**src/rtl/mem_port_arbiter.sv**
```systemverilog
// mem_port_arbiter
// Shares the single main-memory line port between the icache refill path and
// the dcache miss/writeback path. Round-robin between the two requesters, one
// transaction in flight at a time, every output registered, and a watchdog
// that abandons a transaction memory never completes.
//
// Transaction shape: IDLE (arbitrate) -> BUSY (strobe held until m_ready_i or
// watchdog) -> DONE (one-cycle ready/timeout pulse to the owner) -> IDLE.

module mem_port_arbiter #(
  parameter int ADDRESS_SIZE   = 40,
  parameter int MEM_BUS        = 128,
  parameter int TIMEOUT_CYCLES = 255
) (
  input  logic                    clk_i,
  input  logic                    rst_i,

  input  logic                    ic_strobe_i,
  input  logic [ADDRESS_SIZE-1:0] ic_addr_i,
  output logic [MEM_BUS-1:0]      ic_rdata_o,
  output logic                    ic_ready_o,

  input  logic                    dc_strobe_i,
  input  logic                    dc_we_i,
  input  logic [ADDRESS_SIZE-1:0] dc_addr_i,
  input  logic [MEM_BUS-1:0]      dc_wdata_i,
  output logic [MEM_BUS-1:0]      dc_rdata_o,
  output logic                    dc_ready_o,

  output logic [ADDRESS_SIZE-1:0] m_a_o,
  output logic                    m_strobe_o,
  output logic                    m_we_o,
  output logic [MEM_BUS-1:0]      m_wdata_o,
  input  logic [MEM_BUS-1:0]      m_rdata_i,
  input  logic                    m_ready_i,

  output logic [1:0]              grant_o,
  output logic                    timeout_o
);

  // A zero TIMEOUT_CYCLES disables the watchdog; keep the counter at least
  // one bit wide so the declarations stay legal in that case.
  localparam bit WDOG_EN = (TIMEOUT_CYCLES > 0);
  localparam int CNT_W   = WDOG_EN ? $clog2(TIMEOUT_CYCLES + 1) : 1;
  localparam logic [CNT_W-1:0] CNT_LIMIT = CNT_W'(TIMEOUT_CYCLES);

  typedef enum logic [1:0] {
    IDLE = 2'd0,
    BUSY = 2'd1,
    DONE = 2'd2
  } state_t;

  typedef enum logic {
    OWNER_IC = 1'b0,
    OWNER_DC = 1'b1
  } owner_t;

  // Registered state and outputs (_q) with their next values (_d).
  state_t                  state_q, state_d;
  owner_t                  last_q, last_d;
  logic [CNT_W-1:0]        cnt_q, cnt_d;
  logic [CNT_W-1:0]        cnt_inc;
  logic                    wdog_fire;
  logic                    pick_dc;

  logic [1:0]              grant_q, grant_d;
  logic [ADDRESS_SIZE-1:0] m_a_q, m_a_d;
  logic                    m_strobe_q, m_strobe_d;
  logic                    m_we_q, m_we_d;
  logic [MEM_BUS-1:0]      m_wdata_q, m_wdata_d;
  logic [MEM_BUS-1:0]      ic_rdata_q, ic_rdata_d;
  logic [MEM_BUS-1:0]      dc_rdata_q, dc_rdata_d;
  logic                    ic_ready_q, ic_ready_d;
  logic                    dc_ready_q, dc_ready_d;
  logic                    timeout_q, timeout_d;

  // The counter holds the number of BUSY cycles already spent; the watchdog
  // fires in the BUSY cycle that would bring it up to TIMEOUT_CYCLES.
  assign cnt_inc   = cnt_q + CNT_W'(1);
  assign wdog_fire = WDOG_EN && (cnt_inc == CNT_LIMIT);

  // State register plus every registered output; reset returns to IDLE with
  // the round-robin pointer on the dcache so the icache wins the first tie.
  always_ff @(posedge clk_i) begin
    if (rst_i) begin
      state_q    <= IDLE;
      last_q     <= OWNER_DC;
      cnt_q      <= '0;
      grant_q    <= 2'b00;
      m_a_q      <= '0;
      m_strobe_q <= 1'b0;
      m_we_q     <= 1'b0;
      m_wdata_q  <= '0;
      ic_rdata_q <= '0;
      dc_rdata_q <= '0;
      ic_ready_q <= 1'b0;
      dc_ready_q <= 1'b0;
      timeout_q  <= 1'b0;
    end else begin
      state_q    <= state_d;
      last_q     <= last_d;
      cnt_q      <= cnt_d;
      grant_q    <= grant_d;
      m_a_q      <= m_a_d;
      m_strobe_q <= m_strobe_d;
      m_we_q     <= m_we_d;
      m_wdata_q  <= m_wdata_d;
      ic_rdata_q <= ic_rdata_d;
      dc_rdata_q <= dc_rdata_d;
      ic_ready_q <= ic_ready_d;
      dc_ready_q <= dc_ready_d;
      timeout_q  <= timeout_d;
    end
  end

  // Next-state and next-output logic: everything holds by default except the
  // one-cycle pulses, which default low.
  always_comb begin
    state_d    = state_q;
    last_d     = last_q;
    cnt_d      = cnt_q;
    grant_d    = grant_q;
    m_a_d      = m_a_q;
    m_strobe_d = m_strobe_q;
    m_we_d     = m_we_q;
    m_wdata_d  = m_wdata_q;
    ic_rdata_d = ic_rdata_q;
    dc_rdata_d = dc_rdata_q;
    ic_ready_d = 1'b0;
    dc_ready_d = 1'b0;
    timeout_d  = 1'b0;
    pick_dc    = 1'b0;

    unique case (state_q)
      IDLE: begin
        cnt_d = '0;
        if (ic_strobe_i || dc_strobe_i) begin
          // dcache wins when it is alone, or on a tie when icache went last.
          pick_dc    = dc_strobe_i && (!ic_strobe_i || (last_q == OWNER_IC));
          state_d    = BUSY;
          m_strobe_d = 1'b1;
          if (pick_dc) begin
            grant_d   = 2'b10;
            m_a_d     = dc_addr_i;
            m_we_d    = dc_we_i;
            m_wdata_d = dc_wdata_i;
          end else begin
            grant_d   = 2'b01;
            m_a_d     = ic_addr_i;
            m_we_d    = 1'b0;
            m_wdata_d = '0;
          end
        end
      end

      BUSY: begin
        cnt_d = cnt_inc;
        // A completion in the same cycle as the watchdog limit takes priority.
        if (m_ready_i || wdog_fire) begin
          state_d    = DONE;
          m_strobe_d = 1'b0;
          timeout_d  = !m_ready_i;
          if (grant_q[1]) begin
            last_d     = OWNER_DC;
            dc_ready_d = 1'b1;
            dc_rdata_d = m_ready_i ? m_rdata_i : '0;
          end else begin
            last_d     = OWNER_IC;
            ic_ready_d = 1'b1;
            ic_rdata_d = m_ready_i ? m_rdata_i : '0;
          end
        end
      end

      DONE: begin
        state_d = IDLE;
        grant_d = 2'b00;
        cnt_d   = '0;
      end

      default: begin
        state_d    = IDLE;
        grant_d    = 2'b00;
        m_strobe_d = 1'b0;
        cnt_d      = '0;
      end
    endcase
  end

  assign ic_rdata_o = ic_rdata_q;
  assign ic_ready_o = ic_ready_q;
  assign dc_rdata_o = dc_rdata_q;
  assign dc_ready_o = dc_ready_q;
  assign m_a_o      = m_a_q;
  assign m_strobe_o = m_strobe_q;
  assign m_we_o     = m_we_q;
  assign m_wdata_o  = m_wdata_q;
  assign grant_o    = grant_q;
  assign timeout_o  = timeout_q;

endmodule

```
**config.mk**
```make
export PLATFORM = sky130hd
export DESIGN_NAME = mem_port_arbiter
export DESIGN_NICKNAME = d
export VERILOG_FILES = /design/src/rtl/mem_port_arbiter.sv
export SDC_FILE = /design/constraint.sdc
export NUM_CORES = 1
export LEC_CHECK = 0
export ABC_AREA = 1
export BUFFER_PORTS_ARGS = -buffer_cell sky130_fd_sc_hd__buf_4
export CORE_AREA = 2 2 303 305
export DETAILED_ROUTE_END_ITERATION = 10
export DIE_AREA = 0 0 305 307
export PLACE_DENSITY = 0.49
export SETUP_SLACK_MARGIN = 0.4
export SKIP_CTS_REPAIR_TIMING = 1
export SYNTH_ARGS = -nofsm -noshare
export SYNTH_HDL_FRONTEND = slang
export SYNTH_SLANG_ARGS = --single-unit
```
**constraint.sdc**
```tcl
create_clock -name clk_i -period 1.73 [get_ports clk_i]
set_input_delay 0.2595 -clock clk_i [delete_from_list [all_inputs] [get_ports clk_i]]
set_output_delay 0.2595 -clock clk_i [all_outputs]
set_load 0.01 [all_outputs]
```
==> Flow_metrics.wiki <==
{| class="wikitable"
! Metric !! Value
|-
| Setup crit start kind || register
|-
| Site Rows || ~110
|-
| EDFF count, synth || 0
|-
| Routability congestion estimate from global placement || around 0.87
|-
| Last element of the critical path || dc_rdata_o[15]
|-
| Top cell by count, worst path || sky130_fd_sc_hd__nand3_1
|-
| Synthesized instance count || around 2600
|-
| Share of final-layout standard cells stronger than drive strength 1 || between 20 and 30%
|-
| First-pass GRT wire length || 119.2 mm
|-
| Clock latency of the later-clocked register in the worst-skew pair || approximately 0.6 ns
|-
| Worst slew margin || 43.47%
|-
| Combinational family with the most area after synthesis || simple AND/OR/NAND/NOR gates
|-
| Post-synthesis cell type with the largest combined area || sky130_fd_sc_hd__dfxtp_1
|-
| Internal power || between 15 and 20 mW
|-
| Number of remaining DRC errors || 0
|-
| Syn nets || 2900
|-
| Synthesis Warnings || 0
|-
| Relative contribution of the clock network to total power || between 40 and 50%
|-
| Period Utilization, post-route || 113.0%
|-
| Die outline area || 93640 µm²
|-
| Worst Hold Slack || -0.01201 ns
|-
| Met3 WL || between 5 and 6 mm
|-
| Final core occ || around 33%
|-
| Starting Density || 19.56%
|-
| Class of the most critical setup path || reg2reg
|-
| Timing-limited maximum frequency || 0.5114 GHz
|-
| Dominant cells by area after synthesis || sky130_fd_sc_hd__dfxtp_1, sky130_fd_sc_hd__nand2_1, sky130_fd_sc_hd__inv_1
|-
| Final net count || ~3900
|-
| Slew at the pin with the worst max-slew slack || about 0.85 ns
|-
| Number of storage elements in the synthesis netlist || around 440
|-
| Worst Path Max Fanout || 18
|-
| Status || finished with violations
|-
| First drt pass iteration count || 5
|-
| Num CTS Buffers || 55
|-
| Switching pwr || approximately 7.5 mW
|-
| Number of placed cells counting well taps || 4417
|-
| Vias per Instance || roughly 4.2
|-
| Largest net degree at the start of global routing || about 130
|-
| # fillers || 9668
|-
| Placeable core region || approximately 91000 µm²
|-
| Max capacitance violation total || 0
|-
| Sinks on Clock Net || 442
|-
| Count of non-filler cells in the finished layout || 4764
|-
| Data arrival time at the worst-slack endpoint || 2.45 ns
|-
| RSZ-0062 raised after global routing || true
|-
| Async SR Flop Fraction || 0%
|-
| CP max-delay cell || sky130_fd_sc_hd__dfxtp_4
|-
| Min-Delay Path Class || in2reg
|-
| Number of library cell types mapped by synthesis || 20
|-
| Routed wire length on met2 || ~42 mm
|-
| Power share of the combinational group || roughly 17%
|-
| Crit. Startpoint || cnt_q[0]
|-
| Kind of end point of the critical path || register
|-
| Post-Route M1 WL || around 35 mm
|-
| Post-layout min period || approximately 2.0 ns
|-
| IO Port Bufs || roughly 770
|-
| R2R Path Start || cnt_q[0]
|-
| Final hold violation count || 4
|-
| Number of antenna violations at the first check in global routing || 9
|-
| Fraction of the mapped netlist area in compound gates || under 10%
|-
| Cell with the most instances after synthesis || sky130_fd_sc_hd__nand2_1
|-
| Post-synth top area share || approximately 50%
|-
| Post-Place Setup Slack || -0.3147 ns
|-
| Count of routing violations after the opening detailed-route iteration || 1043
|-
| Count of final setup violators || around 260
|-
| Post-route worst setup slack || -0.2254 ns
|-
| Area share of and/or/nand/nor cells after synthesis || 33.96%
|-
| Routed wire length per instance || about 18 µm
|-
| Endpoint of the most critical register-to-register path || dc_rdata_o[15]
|-
| Layout Skew || 0.02447 ns
|-
| Final Slew Violations || 0
|-
| Die extent in x || 305 µm
|-
| TritonCTS clock tree || done
|-
| Count of antenna-violating nets left after detailed routing || 0
|-
| Share of total power in sequential cells || between 40% and 50%
|-
| Uppermost layer routed || met5
|-
| Mapped cell area || approximately 18000 µm²
|-
| IR Drop Worst-Case VDD || between 600 and 700 µV
|-
| Commonest cells in the netlist || sky130_fd_sc_hd__nand2_1, sky130_fd_sc_hd__dfxtp_1, sky130_fd_sc_hd__inv_1
|-
| List of cells traversed by the critical path || ha_4, nand2_4, inv_4, nor2_1, nand3_1, nor2_2, nand3_2, nand2_8, nand3_4, buf_12, clkbuf_16, nand3_1, nand2_1
|-
| Net switching share of the total power || approximately 28%
|-
| Total grt overflow || 0
|-
| Total vias in the final route || approximately 20000
|-
| Layout Area Growth over Synthesis || 70.63%
|-
| Worst stage delay on the critical path || 0.36 ns
|-
| Commonest register cell after synthesis || sky130_fd_sc_hd__dfxtp_1
|-
| Share of synthesized area occupied by flip-flops and latches || between 40% and 50%
|-
| Number of H-tree branching levels || 2
|-
| Depth of the worst register-to-register path || 13
|-
| Post-detailed-routing wire length || ~85 mm
|-
| Xor-xnor portion of the synthesized cell area || 0%
|-
| Top-level port count || 773
|-
| Power per Cell Area || between 900 and 1000 nW/µm²
|-
| Leakage component of the power || 15.28 nW
|-
| Mux contribution to synthesized area || 0%
|-
| Worst endpoint required time || around 2.2 ns
|-
| Adder and majority cell fraction of the synthesized area || 0.1411%
|-
| HPWL Detailed || 61.18 mm
|-
| Clock Root Buffer || sky130_fd_sc_hd__clkbuf_16
|-
| Register-to-Register Setup Slack || -0.23 ns
|-
| Clock slew at reported path FFs || approximately 0.06 ns
|-
| Via count of the first global-routing pass || 18540
|-
| Total global routing track utilization || ~17%
|-
| Chip Height || about 310 µm
|-
| Violated checks || negative hold slack, negative setup slack
|-
| Maximum buffer depth of the clock tree || 3
|-
| Avg Cell Area, Syn || approximately 6.9 µm²
|}
-- cells in the final DEF, fill, tap and decap left out, drive strengths merged --
cell / instances
a31oi: 41
clkinv: 8
clkinvlp: 1
dfxtp: 442
o21ai: 2
nor3: 1
bufinv: 2
buf: 873
nand3: 141
nor2: 270
ha: 2
inv: 286
nand4: 137
diode: 5
clkbuf: 92
dlygate4sd3: 226
nand2: 915
a21oi: 133
o21bai: 1
-- how the worst min path moves through the flow --
stage,start,endpoint,slack [ns],cells after the start
after floorplan,dc_wdata_i[118],m_wdata_o[118],0.41,2
after global placement,cnt_q[0],cnt_q[0],0.44,1
after detailed placement,cnt_q[0],cnt_q[0],0.45,1
after CTS,dc_wdata_i[32],m_wdata_o[32],-0.15,3
after global routing,m_rdata_i[80],ic_rdata_o[80],0.001,5
final,m_rdata_i[93],ic_rdata_o[93],-0.01,5
-- cells by family (layout without fill, tap and decap cells) --
logic type,Yosys count,count (layout)
adders and majority gates,2,2
AOI/OAI and AO/OA,177,177
DFF,442,442
and+or+nand+nor,1464,1464
other,0,5
buffers and inverters,471,1488
-- worst max-delay path: cells and delay by family (launching register included) --
family	cells	cell delay (ns)
buffers and inverters	3	0.43
adders and majority gates	1	0.17
and+or+nand+nor	9	0.90
DFF	1	0.36
-- cell type report --
cell class	count	area (µm²)	share of cell area, %
Timing Repair Buffer	1109	9668	31.94
Sequential cell	442	8862	29.28
Multi-Input combinational cell	1643	7342	24.26
Clock buffer	82	1670	5.519
Tap cell	1186	1484	4.903
Inverter	283	1077	3.559
Clock inverter	14	148.9	0.4920
Antenna cell	5	12.51	0.04134
-- power groups by stage --
stage | clock network, mW | logic (mW) | registers [mW]
2_1_floorplan | 0 | 1.64 | 11.3
5_1_grt | 12.4 | 5.11 | 11.0
4_1_cts | 12.0 | 4.18 | 11.0
3_3_place_gp | 0 | 4.16 | 11.2
3_5_place_dp | 0 | 4.17 | 11.2
6_report | 11.7 | 4.70 | 11.0
-- state kept, by name (all words and copies together) (netlist names) --
name / flops
dc_rdata_o: 128
grant_o: 2
ic_ready_o: 1
dc_ready_o: 1
m_we_o: 1
m_wdata_o: 128
m_a_o: 40
ic_rdata_o: 128
state_q: 2
m_strobe_o: 1
cnt_q: 8
last_q: 1
timeout_o: 1
-- per-layer routing --
layer | global-route usage [%] | up-vias
met5 | 0 | -
li1 | - | 9922
met3 | 5.817 | 120
met4 | 5.238 | 6
met2 | 29.40 | 643
met1 | 18.54 | 9207
-- per-stage QoR --
stage	setup TNS [ns]	total power, mW	area (µm²)	hold slack, ns
6_report	-36.58	27.33	30270	-0.01201
5_1_grt	-75.35	28.55	30270	0.001467
4_1_cts	-57.50	27.17	27410	-0.1485
3_5_place_dp	-57.49	15.35	25590	0.4471
3_3_place_gp	-51.76	15.34	25590	0.4445
2_1_floorplan	0	12.98	18140	0.4077
No activity file was read; power rests on OpenSTA's default activity.
